$ cat config.mk
export PLATFORM = sky130hd
export DESIGN_NAME = user_obi_copy_mgr
export DESIGN_NICKNAME = d
export VERILOG_FILES = /design/src/rtl/user_pkg.sv /design/src/rtl/user_obi_copy_mgr.sv
export SDC_FILE = /design/constraint.sdc
export NUM_CORES = 1
export LEC_CHECK = 0
export CORE_UTILIZATION = 45
export DETAILED_ROUTE_END_ITERATION = 6
export DONT_BUFFER_PORTS = 1
export GPL_TIMING_DRIVEN = 1
export MAX_ROUTING_LAYER = met4
export PLACE_DENSITY = 0.68
export SLEW_MARGIN = 5
export SYNTH_ARGS = -nofsm -noshare
export SYNTH_HDL_FRONTEND = slang
export SYNTH_SLANG_ARGS = --single-unit
$ cat constraint.sdc
create_clock -name clk_i -period 4.25 [get_ports clk_i]
set_clock_uncertainty 0.05 [all_clocks]
set_input_delay 0.85 -clock clk_i [delete_from_list [all_inputs] [get_ports clk_i]]
set_output_delay 0.85 -clock clk_i [all_outputs]
set_load 0.01 [all_outputs]
$ cat src/rtl/user_pkg.sv
// Shared definitions for the user domain.
// The manager list is used by the crossbar to index user-domain managers.
package user_pkg;

    localparam int unsigned NumUserDomainManagers = 1;

    typedef enum int unsigned {
        UserCopyMgr = 0
    } user_mgr_e;

endpackage

$ cat src/rtl/user_obi_copy_mgr.sv
// OBI copy manager for the user domain.
// Copies a block of 32-bit words from a source to a destination address,
// issuing one read followed by one write per word, with at most one
// transaction outstanding on the bus at any time.
module user_obi_copy_mgr #(
    parameter int unsigned LenWidth  = 16,
    parameter int unsigned AddrWidth = 32,
    parameter int unsigned DataWidth = 32
) (
    input  logic                   clk_i,
    input  logic                   rst_i,
    input  logic                   start_i,
    input  logic                   abort_i,
    input  logic [AddrWidth-1:0]   src_addr_i,
    input  logic [AddrWidth-1:0]   dst_addr_i,
    input  logic [LenWidth-1:0]    len_i,
    output logic                   busy_o,
    output logic                   done_o,
    output logic                   err_o,
    output logic [LenWidth-1:0]    count_o,
    output logic                   obi_req_o,
    input  logic                   obi_gnt_i,
    output logic [AddrWidth-1:0]   obi_addr_o,
    output logic                   obi_we_o,
    output logic [DataWidth/8-1:0] obi_be_o,
    output logic [DataWidth-1:0]   obi_wdata_o,
    input  logic                   obi_rvalid_i,
    input  logic [DataWidth-1:0]   obi_rdata_i,
    input  logic                   obi_err_i
);

    import user_pkg::*;

    typedef logic [2:0] copy_state_e;

    localparam copy_state_e StIdle  = 3'd0;
    localparam copy_state_e StRdReq = 3'd1;
    localparam copy_state_e StRdRsp = 3'd2;
    localparam copy_state_e StWrReq = 3'd3;
    localparam copy_state_e StWrRsp = 3'd4;
    localparam copy_state_e StDone  = 3'd5;

    copy_state_e          state;
    logic [AddrWidth-1:0] src_base;
    logic [AddrWidth-1:0] dst_base;
    logic [LenWidth-1:0]  len;
    logic [LenWidth-1:0]  count;
    logic [LenWidth-1:0]  count_next;
    logic [DataWidth-1:0] buffer;
    logic                 abort_pend;
    logic                 err;
    logic                 job_active;
    logic [AddrWidth-1:0] word_offset;

    assign count_next  = count + 1'b1;
    assign word_offset = AddrWidth'({count, 2'b00});
    assign job_active  = (state == StRdReq) || (state == StRdRsp) ||
                         (state == StWrReq) || (state == StWrRsp);

    // Main copy FSM: sequences read/write pairs, tracks words written and
    // records abort requests and bus errors.  Requests are held until granted.
    always_ff @(posedge clk_i or posedge rst_i) begin
        if (rst_i) begin
            state      <= StIdle;
            src_base   <= '0;
            dst_base   <= '0;
            len        <= '0;
            count      <= '0;
            buffer     <= '0;
            abort_pend <= 1'b0;
            err        <= 1'b0;
        end else begin
            if (job_active && abort_i) begin
                abort_pend <= 1'b1;
            end
            case (state)
                StIdle: begin
                    if (start_i) begin
                        src_base   <= {src_addr_i[AddrWidth-1:2], 2'b00};
                        dst_base   <= {dst_addr_i[AddrWidth-1:2], 2'b00};
                        len        <= len_i;
                        count      <= '0;
                        err        <= 1'b0;
                        abort_pend <= 1'b0;
                        state      <= (len_i != '0) ? StRdReq : StDone;
                    end
                end
                StRdReq: begin
                    if (obi_gnt_i) begin
                        state <= StRdRsp;
                    end
                end
                StRdRsp: begin
                    if (obi_rvalid_i) begin
                        if (obi_err_i) begin
                            err   <= 1'b1;
                            state <= StDone;
                        end else begin
                            buffer <= obi_rdata_i;
                            state  <= StWrReq;
                        end
                    end
                end
                StWrReq: begin
                    if (obi_gnt_i) begin
                        state <= StWrRsp;
                    end
                end
                StWrRsp: begin
                    if (obi_rvalid_i) begin
                        if (obi_err_i) begin
                            err   <= 1'b1;
                            state <= StDone;
                        end else begin
                            count <= count_next;
                            if ((count_next == len) || abort_pend || abort_i) begin
                                state <= StDone;
                            end else begin
                                state <= StRdReq;
                            end
                        end
                    end
                end
                StDone: begin
                    state <= StIdle;
                end
                default: begin
                    state <= StIdle;
                end
            endcase
        end
    end

    // Bus and status outputs decoded from the current state; address and
    // write data are zero whenever no request is being presented.
    always_comb begin
        busy_o      = job_active;
        done_o      = (state == StDone);
        err_o       = err;
        count_o     = count;
        obi_req_o   = 1'b0;
        obi_we_o    = 1'b0;
        obi_addr_o  = '0;
        obi_wdata_o = '0;
        obi_be_o    = '1;
        if (state == StRdReq) begin
            obi_req_o  = 1'b1;
            obi_addr_o = src_base + word_offset;
        end else if (state == StWrReq) begin
            obi_req_o   = 1'b1;
            obi_we_o    = 1'b1;
            obi_addr_o  = dst_base + word_offset;
            obi_wdata_o = buffer;
        end
    end

endmodule

==> results.md <==
- Status: completed
- Critical path's slowest cell: dfrtp_2
- PwrDens: 642 mW/mm^2
- Slowest stage delay, CP: roughly 500 ps
- R2r startpoint: state[1]
- Sw frac: 41.2%
- First-pass GRT wire length: ~35000 um
- Tcrit/Tclk final: a little over nine tenths
- Critical Path Start: count_o[1]
- Cells after synthesis: between 900 and 1000
- I/O Buffers: 0
- Vias in the first global route: 6618
- CTS tree: done
- Share of layout cells above drive strength 1: between 10% and 20%
- Int Power: 3.48 mW
- Ordered cell list for the critical path: inv_1, fa_1, nor2b_4, o31a_1, o2111a_1, nor2_4, a211oi_2, mux2_4, a211oi_2
- Design Power: roughly 6 mW
- Pin count of the biggest net entering global routing: 130
- Reg2Reg Capture Point: count_o[4]
- Routed via count: 6841
- FILL cells: between 1500 and 2000
- Crit-path most repeated cell: a211oi_2
- Ys Warns: 0
- Setup TNS: 0 ps
- WS Path Type: flop to output port
- CP required: 3350 ps
- FFs w/ async S/R, synth: 100%
- Post-synthesis sequential area ratio: ~39%
- # rows: 49
- CP endpoint kind: output port
- Final setup violation count: 0
- Worst slew margin: 36.6%
- Yosys cell types: 71
- Starting Density: between 40 and 50%
- Max clock buf depth: 2
- HP Class: primary input to asynchronous set/reset pin
- Initial antenna violation count: 0
- CTS H-Tree Depth: 4
- CTS Sinks: 129
- VDD IR max: 0.388 mV
- GPL Wtd Cong: 0.883
- Maxcap violations: 0
- Synthesis-to-finish area growth: 10.6%
- # IOs: around 210
- Core footprint: approximately 0.018 sq mm
- Fmax: 0.244 GHz
- Overall routing resource usage: 23.5%
- Crit path buffers/inverters: 1
- Power share of the sequential group: 37.7%
- Hold-fix buffers, CTS: 0
- Hold Vio Cnt, Final: 0
- End of the critical path: obi_addr_o[22]
- Global route overflow: 0
- Final net count: 1123
- Dpl ws: 505 ps
- Post-DP HPWL: 15300 um
- Die area: between 0.015 and 0.02 sq mm
- DR DRC count: 0
- WL/cell: 17.5 um
- Main flop type after synthesis: dfrtp_1
- DRT Pass-1 Iters: 5
- NetSw: 2.43 mW
- Vias per cell: approximately 5.6
- Drt total wl: 21200 um
- Most common cell after layout, fill and taps aside: nand2_1
- Leakage: 4.33 nW
- Starting DRT DRC Count: approximately 550
- Final ANT Viol Nets: 0
- Comb pwr share: 37.5%
- Number of diodes: 0
- R2R cell count: 5
- Fin crit period: 4090 ps
- Most frequent cells in the layout: nand2_1, dfrtp_1, nor2_1
- Core Util, Final: about half
- Clock transition at path regs: 60 ps
- Setup crit start kind: flop
- Synth Register Bits: 129
- Final setup margin: 159 ps
- Max-slew violation count: 0
- Clock latency on the worst-skew pair: 430 ps
- Clock power share: 24.8%
- Slew @ Worst Pin: 948 ps
- Unrepaired setup endpoints after global routing: no
- DIE WIDTH: about 140 um
- Inserted Clock Buffers: 17
- WP data arrival: about 3200 ps
- Crit path max-delay family: compound AO/OA/AOI/OAI gates
- Root Driver: clkbuf_16
- Average cell area after synthesis: 8.52 sq um
- Worst reg-to-reg setup slack: 1320 ps
- Cell Area, Synth: 0.00833 sq mm
- Worst-path maximum fanout: 9
- Crit. path cell count: 9
- EDFF count, synth: 0
- Die height: between 100 and 150 um
==> power by group through the flow <==
stage	logic, mW	clock network (mW)	registers, mW
5_1_grt	2.51	1.55	2.30
4_1_cts	2.22	1.50	2.22
2_1_floorplan	1.85	0	2.04
3_3_place_gp	2.17	0	2.22
3_5_place_dp	2.21	0	2.23
6_report	2.21	1.47	2.23
==> routing by layer <==
layer  routed length, um  global-route usage (%)  up-vias
met3                1700                    6.86       18
met2                9480                    34.6      222
met1                9860                    32.0     3225
met5                   0                       -        -
li1                    -                       -     3376
met4                 187                    4.80        0
==> cells by family after synthesis <==
kind of cell | count (synthesis) | share of synthesized area, %
simple gates | 453 | 25.2
other cells | 2 | 0.0902
compound gates | 179 | 14.5
mux | 39 | 5.29
xor+xnor | 67 | 7.05
flops | 129 | 38.8
fa+ha+maj | 35 | 5.44
buf+inv | 73 | 3.64
==> sequential cells by signal, summed over array words and instances, names as in the netlist <==
signal	flops
state	3
len	16
err_o	1
count_o	16
src_base	30
dst_base	30
buffer	32
abort_pend	1
==> synth_stat cells (all sizes together), types with 3 or more instances <==
master	instances	area share, %
nor2b	9	0.77
a211oi	18	2.0
a21o	10	0.90
o21ai	40	2.4
nor4	12	1.3
mux2i	5	0.60
inv	20	0.90
nand4	11	0.83
xnor2	36	3.8
xor2	31	3.3
a21oi	40	2.4
o21a	8	0.72
dfrtp	129	39
and4	4	0.42
o31a	3	0.32
or3	3	0.23
buf	13	0.93
o21bai	5	0.45
nand3	28	1.9
and3	44	3.3
or2	3	0.26
a31oi	8	0.68
nand2b	4	0.30
nor3	16	1.2
o22ai	14	1.1
nand2	260	12
o31ai	11	0.99
clkbuf	40	1.8
ha	33	5.0
nor2	53	2.4
a211o	3	0.32
mux2	34	4.7
==> worst min path at each step <==
| stage | endpoint | slack [ps] | cells after the start |
|---|---|---|---|
| 2_1_floorplan | dst_base[10] | 400 | 2 |
| 5_1_grt | src_base[8] | 450 | 2 |
| 3_3_place_gp | dst_base[15] | 410 | 2 |
| 4_1_cts | src_base[4] | 440 | 2 |
| 3_5_place_dp | src_base[8] | 420 | 2 |
| 6_report | len[11] | 380 | 2 |
==> layout make-up <==
| cell class | count | area, sq um | area share (%) |
|---|---|---|---|
| clock inverter | 15 | 166 | 1.81 |
| sequential | 129 | 3230 | 35.1 |
| timing repair buffer | 22 | 178 | 1.93 |
| inverter | 20 | 78.8 | 0.856 |
| tap | 229 | 287 | 3.11 |
| clock buffer | 17 | 425 | 4.62 |
| multi-input combinational | 779 | 4840 | 52.5 |
==> through the flow <==
stage / std cells / instance area [sq um] / hold WS [ps]
2_1_floorplan: 981 / 8340 / 400
3_3_place_gp: 1177 / 8570 / 414
3_5_place_dp: 1177 / 8570 / 418
4_1_cts: 1209 / 9160 / 437
5_1_grt: 1211 / 9210 / 447
6_report: 1211 / 9210 / 384
==> repair_timing <==
action	CTS	global route
endpoints found under the setup margin	0	13
setup buffers	0	2
gates resized for setup	0	7
hold endpoints to repair	0	0
No activity file was read; power rests on OpenSTA's default activity.
